$ cat config.mk
export PLATFORM = sky130hd
export DESIGN_NAME = pipe_skid_reg
export DESIGN_NICKNAME = d
export VERILOG_FILES = /design/src/rtl/pipe_pkg.sv /design/src/rtl/pipe_skid_reg_ce_reg.sv /design/src/rtl/pipe_skid_reg.sv
export SDC_FILE = /design/constraint.sdc
export NUM_CORES = 1
export LEC_CHECK = 0
export ABC_CLOCK_PERIOD_IN_PS = 2600
export CAP_MARGIN = 30
export CORE_ASPECT_RATIO = 0.75
export CORE_MARGIN = 3
export CORE_UTILIZATION = 40
export CTS_CLUSTER_SIZE = 20
export DETAILED_ROUTE_END_ITERATION = 16
export GPL_ROUTABILITY_DRIVEN = 0
export GPL_TIMING_DRIVEN = 0
export PLACE_DENSITY_LB_ADDON = 0.2
export SETUP_SLACK_MARGIN = 0.1
export SYNTH_ARGS = -nofsm -noshare
export SYNTH_HDL_FRONTEND = slang
export SYNTH_HIERARCHICAL = 1
export SYNTH_SLANG_ARGS = --single-unit
$ cat constraint.sdc
create_clock -name CLK -period 2.6 [get_ports CLK]
set_input_delay 0.65 -clock CLK [delete_from_list [all_inputs] [get_ports CLK]]
set_output_delay 0.65 -clock CLK [all_outputs]
set_load 0.01 [all_outputs]
$ cat src/rtl/pipe_pkg.sv
// Shared definitions for the elastic pipeline register: state encoding and default payload width.
package pipe_pkg;

    typedef enum logic [1:0] {
        ST_EMPTY = 2'd0,
        ST_HALF  = 2'd1,
        ST_FULL  = 2'd2
    } state_t;

    localparam int PIPE_WIDTH = 32;

endpackage

$ cat src/rtl/pipe_skid_reg_ce_reg.sv
// Clock-enabled register slice with asynchronous clear; one instance per storage entry.
module ce_reg #(
    parameter int WIDTH = 32
) (
    input  logic             CLK,
    input  logic             RST,
    input  logic             CE,
    input  logic [WIDTH-1:0] D,
    output logic [WIDTH-1:0] Q
);

    always_ff @(posedge CLK or posedge RST) begin
        if (RST)
            Q <= '0;
        else if (CE)
            Q <= D;
    end

endmodule

$ cat src/rtl/pipe_skid_reg.sv
// Elastic valid/ready pipeline register with a one-entry skid buffer between processor stages.
// Optional stall counter on STALL_CNT is built when PIPE_STALL_CNT_EN is defined.
module pipe_skid_reg
    import pipe_pkg::*;
#(
    parameter int WIDTH = PIPE_WIDTH
`ifdef PIPE_STALL_CNT_EN
    ,
    parameter int CNT_W = 16
`endif
) (
    input  logic             CLK,
    input  logic             RST,
    input  logic             FLUSH,
    input  logic             IN_VALID,
    output logic             IN_READY,
    input  logic [WIDTH-1:0] IN_DATA,
    output logic             OUT_VALID,
    input  logic             OUT_READY,
    output logic [WIDTH-1:0] OUT_DATA
`ifdef PIPE_STALL_CNT_EN
    ,
    output logic [CNT_W-1:0] STALL_CNT
`endif
);

    state_t           state;
    logic             accept;
    logic             emit;
    logic             main_ce;
    logic             skid_ce;
    logic [WIDTH-1:0] main_d;
    logic [WIDTH-1:0] main_q;
    logic [WIDTH-1:0] skid_q;

    // IN_READY depends only on local state and FLUSH/RST, never on OUT_READY.
    assign IN_READY  = (state != ST_FULL) & ~FLUSH & ~RST;
    assign OUT_VALID = (state != ST_EMPTY);
    assign OUT_DATA  = main_q;

    assign accept = IN_VALID & IN_READY;
    assign emit   = OUT_VALID & OUT_READY;

    always_comb begin
        main_ce = 1'b0;
        skid_ce = 1'b0;
        main_d  = IN_DATA;
        case (state)
            ST_EMPTY: main_ce = accept;
            ST_HALF: begin
                main_ce = accept & emit;
                skid_ce = accept & ~emit;
            end
            ST_FULL: begin
                main_ce = emit & ~FLUSH;
                main_d  = skid_q;
            end
            default: ;
        endcase
    end

    always_ff @(posedge CLK or posedge RST) begin
        if (RST) begin
            state <= ST_EMPTY;
        end else if (FLUSH) begin
            state <= ST_EMPTY;
        end else begin
            case (state)
                ST_EMPTY: if (accept) state <= ST_HALF;
                ST_HALF: begin
                    if (accept & ~emit)
                        state <= ST_FULL;
                    else if (~accept & emit)
                        state <= ST_EMPTY;
                end
                ST_FULL: if (emit) state <= ST_HALF;
                default: state <= ST_EMPTY;
            endcase
        end
    end

    ce_reg #(.WIDTH(WIDTH)) u_main (
        .CLK (CLK),
        .RST (RST),
        .CE  (main_ce),
        .D   (main_d),
        .Q   (main_q)
    );

    ce_reg #(.WIDTH(WIDTH)) u_skid (
        .CLK (CLK),
        .RST (RST),
        .CE  (skid_ce),
        .D   (IN_DATA),
        .Q   (skid_q)
    );

`ifdef PIPE_STALL_CNT_EN
    // Saturating count of cycles the head entry waits on downstream; FLUSH leaves it alone.
    always_ff @(posedge CLK or posedge RST) begin
        if (RST)
            STALL_CNT <= '0;
        else if (OUT_VALID & ~OUT_READY & (STALL_CNT != {CNT_W{1'b1}}))
            STALL_CNT <= STALL_CNT + {{(CNT_W-1){1'b0}}, 1'b1};
    end
`endif

endmodule

==> results_tabular.tex <==
\begin{tabular}{lr}
\hline
Metric & Value \\
\hline
\multicolumn{2}{l}{\textbf{Yosys}} \\
\quad Post-synthesis simple-gate area fraction & 1.805\% \\
\quad Fraction of the mapped netlist area in compound gates & 1.015\% \\
\quad Top cell types by occurrence after synthesis & 66 x sky130\_fd\_sc\_hd\_\_dfrtp\_1, 60 x sky130\_fd\_sc\_hd\_\_mux2\_4, 36 x sky130\_fd\_sc\_hd\_\_mux2\_2, 7 x sky130\_fd\_sc\_hd\_\_inv\_1, 6 x sky130\_fd\_sc\_hd\_\_buf\_12 \\
\quad Xor/xnor cell area share of the yosys netlist & 0\% \\
\quad Post-synth design cell area & 3327 um\^{}2 \\
\quad Post-synthesis sequential area ratio & 49.64\% \\
\quad Multiplexer share of the synthesized area & 39.90\% \\
\quad Largest family of logic cells by synthesized area & multiplexers \\
\quad Most used standard cell by instance count after synthesis & sky130\_fd\_sc\_hd\_\_dfrtp\_1 \\
\quad Synth warnings & 6 \\
\quad Top post-synthesis cells by area & sky130\_fd\_sc\_hd\_\_dfrtp\_1 50\%, sky130\_fd\_sc\_hd\_\_mux2\_4 27\%, sky130\_fd\_sc\_hd\_\_mux2\_2 12\% \\
\quad Top flip-flop cell by instance count after synthesis & sky130\_fd\_sc\_hd\_\_dfrtp\_1 \\
\quad Number of enable flip-flop cells after synthesis & 0 \\
\quad Post-synthesis net count & 243 \\
\quad Synthesized netlist cell count & 201 \\
\quad Library cells used by synthesis & 18 \\
\quad Fraction of synthesis flops using an asynchronous set or reset pin & 100.0\% \\
\quad Yosys top cell area share & 49.64\% \\
\quad Yosys reg bits & 66 \\
\quad Fraction of the mapped netlist area in adder cells & 1.880\% \\
\quad Area leader, netlist & sky130\_fd\_sc\_hd\_\_dfrtp\_1 \\
\quad Post-synthesis average cell area & 16.55 um\^{}2 \\
\multicolumn{2}{l}{\textbf{Clock network}} \\
\quad Clock buffer count from CTS & 9 \\
\quad Worst-case clock buffer depth & 2 \\
\quad CTS hold repair buffers & 0 \\
\quad TritonCTS clock tree & built \\
\quad Post-CTS clock slew at the launch and capture registers of the worst setup and hold paths & 70 ps \\
\quad Max H-tree Level & 3 \\
\quad CTS root buf & sky130\_fd\_sc\_hd\_\_clkbuf\_8 \\
\quad Clk Latency, worst-skew pair & 340 ps \\
\quad Clock net sink count & 66 \\
\multicolumn{2}{l}{\textbf{Routing}} \\
\quad Per-cell via count in the routed design & 4.711 \\
\quad Via count of the routed design & approximately 1900 \\
\quad DRC violations left & 0 \\
\quad Length of the first detailed-routing pass in iterations & 4 \\
\quad Routed Wire Length & roughly 6600 um \\
\quad 1st-iter DRT viols & 55 \\
\quad WL per Instance & approximately 17 um \\
\quad Antenna Violating Nets Remaining & 0 \\
\multicolumn{2}{l}{\textbf{Layout}} \\
\quad Cell Count, Final, Fillers Out & 394 \\
\quad Area growth, synth to finish & 31.93\% \\
\quad Layout cells sized above 1 & approximately 44\% \\
\quad Number of diodes & 0 \\
\quad Final-layout fill cell count & 684 \\
\quad Post-layout net count & 326 \\
\multicolumn{2}{l}{\textbf{Setup path}} \\
\quad Critical-path cell with the highest stage delay & sky130\_fd\_sc\_hd\_\_dfrtp\_1 \\
\quad Critical path class & reg -> out \\
\quad Critical path arrival & 1670 ps \\
\quad Critical Path Start Type & flip-flop \\
\quad Crit-path max FO & 10 \\
\quad Worst r2r src & state[0] \\
\quad Kind of cell with the highest combined delay on the critical path & buffers and inverters \\
\quad Cells on worst reg2reg path & 9 \\
\quad Setup slack of the worst register-to-register path & 420 ps \\
\quad Reg2Reg Capture Point & u\_main/Q[26] \\
\quad Logic depth of the worst path, buffers included & 6 \\
\quad Highest cell delay on the worst timing path & 340 ps \\
\quad Buffers \& Inverters on Critical Path & 4 \\
\quad CP Capture Type & output pin \\
\quad Crit path cell chain & inv\_1 > ha\_1 > buf\_6 > clkbuf\_4 > nor3\_1 > clkbuf\_2 \\
\quad Required time reported for the critical path endpoint & 1950 ps \\
\quad Launching element of the worst setup path & state[0] \\
\quad Crit path capture & IN\_READY \\
\multicolumn{2}{l}{\textbf{Place}} \\
\quad Post-placement cell count & around 380 \\
\quad Number of buffers inserted by port buffering & 70 \\
\quad Minimum setup slack after placement & -92.35 ps \\
\quad Detailed placer's ending HPWL & 4474 um \\
\multicolumn{2}{l}{\textbf{Run status}} \\
\quad Outcome & completed \\
\multicolumn{2}{l}{\textbf{Power and ir drop}} \\
\quad Combinational share of power & 40.1\% \\
\quad Switching portion of total power & a little over a quarter \\
\quad IR Drop Worst-Case VDD & 468.7 uV \\
\quad Switching component of the power & 1.208 mW \\
\quad Power density of the placed cells & slightly above 1000 nW/um\^{}2 \\
\quad Design Power & 4.459 mW \\
\quad Internal Pwr Total & 3.250 mW \\
\quad Clock network power share & between 15 and 20\% \\
\quad Sequential fraction of design power & 40.5\% \\
\quad Static Leakage & 1.931 nW \\
\multicolumn{2}{l}{\textbf{Die}} \\
\quad Die extent in y & roughly 85 um \\
\quad Core box area & about 8000 um\^{}2 \\
\quad Horiz. Die Dim & 111.3 um \\
\quad Rows & 28 \\
\quad Floorplan die area & about 9500 um\^{}2 \\
\quad Initial Utilization & 41.65\% \\
\quad Num ports & 71 \\
\multicolumn{2}{l}{\textbf{Timing}} \\
\quad Setup WS post-layout & roughly 280 ps \\
\quad Final period util & between 80\% and 90\% \\
\quad Final Slew Violations & 0 \\
\quad Max Clock Freq & 430.2 MHz \\
\quad Worst relative slew slack & between 40\% and 50\% \\
\quad Final setup skew & approximately 13 ps \\
\quad Fin. Hold Viols & 0 \\
\quad Setup total negative slack & 0 ps \\
\quad Setup repair after global routing missed its margin & no \\
\quad Setup-failing EPs final & 0 \\
\quad Worst Max-Slew Pin Slew & 794.2 ps \\
\quad Final critical-path required period & 2325 ps \\
\multicolumn{2}{l}{\textbf{GRT}} \\
\quad Vias in the first global route & 2154 \\
\quad Maximum number of pins on one net before global-route repair & 33 \\
\quad Global-route congestion overflow total & 0 \\
\quad Initial antenna violation count & 0 \\
\quad First-pass GRT wire length & 11360 um \\
\quad Total routing usage reported by global routing & between 15 and 20\% \\
\multicolumn{2}{l}{\textbf{Flow run}} \\
\quad Max-capacitance violation count & 0 \\
\multicolumn{2}{l}{\textbf{Min path}} \\
\quad Class of the tightest hold or removal check & reg -> reg \\
\hline
\end{tabular}
==> flip-flops by register name, summed over array words and instances (netlist names) <==
register,flops
u_main/Q,32
u_skid/Q,32
state,2
==> worst register-to-register path, stage by stage, from the launching register on <==
cell	delay, ps
sky130_fd_sc_hd__dfrtp_1	340
sky130_fd_sc_hd__inv_1	70
sky130_fd_sc_hd__ha_1	210
sky130_fd_sc_hd__buf_6	150
sky130_fd_sc_hd__nor4b_4	370
sky130_fd_sc_hd__a21oi_1	70
sky130_fd_sc_hd__nor3_1	200
sky130_fd_sc_hd__buf_6	180
sky130_fd_sc_hd__buf_12	160
sky130_fd_sc_hd__mux2_4	310
==> placed cells by master (no fill, tap or decap) <==
cell	Yosys	final
sky130_fd_sc_hd__inv_1	7	6
sky130_fd_sc_hd__clkinv_2	0	1
sky130_fd_sc_hd__mux2_2	36	36
sky130_fd_sc_hd__inv_2	0	1
sky130_fd_sc_hd__clkdlybuf4s50_1	0	69
sky130_fd_sc_hd__buf_4	0	1
sky130_fd_sc_hd__clkbuf_1	3	4
sky130_fd_sc_hd__clkinvlp_4	0	1
sky130_fd_sc_hd__buf_16	0	1
sky130_fd_sc_hd__nor2_1	4	4
sky130_fd_sc_hd__nand2b_1	1	1
sky130_fd_sc_hd__nor3_1	2	2
sky130_fd_sc_hd__bufinv_16	0	1
sky130_fd_sc_hd__buf_12	6	6
sky130_fd_sc_hd__clkinv_4	0	1
sky130_fd_sc_hd__mux2i_1	1	1
sky130_fd_sc_hd__ha_1	5	5
sky130_fd_sc_hd__clkbuf_4	0	1
sky130_fd_sc_hd__nor4b_4	1	1
sky130_fd_sc_hd__dfrtp_1	66	66
sky130_fd_sc_hd__a221oi_2	1	1
sky130_fd_sc_hd__nand3_1	1	1
sky130_fd_sc_hd__a21oi_1	2	2
sky130_fd_sc_hd__clkbuf_2	0	1
sky130_fd_sc_hd__o32ai_1	1	1
sky130_fd_sc_hd__clkbuf_8	0	10
sky130_fd_sc_hd__mux2_1	1	1
sky130_fd_sc_hd__mux2_4	60	60
sky130_fd_sc_hd__buf_6	3	3
==> what timing repair did <==
action	CTS	global route
resized for setup	3	2
setup buffers	1	0
endpoints found under the setup margin	4	1
==> layer usage <==
metal	track usage (%)	wire [um]
met4	5.635	68
met5	0	0
met2	22.88	2999
met3	4.277	266
met1	21.61	3257
==> worst min path at each step <==
| stage | slack (ps) | cells after the start | endpoint | startpoint |
|---|---|---|---|---|
| 2_1_floorplan | 390 | 1 | state[0] | RST |
| 3_3_place_gp | 490 | 1 | u_skid/Q[31] | u_skid/Q[31] |
| 3_5_place_dp | 490 | 1 | u_skid/Q[22] | u_skid/Q[22] |
| 4_1_cts | 510 | 1 | u_skid/Q[18] | u_skid/Q[18] |
| 5_1_grt | 520 | 1 | u_skid/Q[1] | u_skid/Q[1] |
| 6_report | 510 | 1 | u_skid/Q[12] | u_skid/Q[12] |
==> per-stage QoR <==
stage               util (%)  hold slack (ps)  cell area [um^2]
CTS                    55.00            507.5              4393
global route           54.95            520.4              4389
floorplan                  -            391.2              3327
global placement       52.07            485.9              4159
finish                 54.95            507.4              4389
detailed placement     52.41            489.0              4187
==> logic make-up after synthesis <==
group | after synthesis
and+or+nand+nor | 9
adders and majority gates | 5
muxes | 98
AOI/OAI and AO/OA | 4
buffers and inverters | 19
DFF | 66
==> power by group through the flow <==
| stage | Clock (mW) | Combinational [mW] | Sequential, mW |
|---|---|---|---|
| 2_1_floorplan | 0 | 0.952 | 1.88 |
| 3_3_place_gp | 0 | 1.75 | 1.81 |
| 3_5_place_dp | 0 | 1.78 | 1.82 |
| 4_1_cts | 0.897 | 1.81 | 1.81 |
| 5_1_grt | 0.937 | 1.91 | 1.89 |
| 6_report | 0.863 | 1.79 | 1.81 |
==> area by class of cell <==
class	count	area, um^2	share of cell area [%]
Sequential cell	66	1652	37.63
Multi-Input combinational cell	116	1484	33.81
Timing Repair Buffer	72	730.7	16.65
Buffer	12	168.9	3.848
Clock buffer	12	145.1	3.307
Tap cell	105	131.4	2.993
Clock inverter	4	51.30	1.169
Inverter	7	26.28	0.5986
Power figures use the tool's default switching activity.
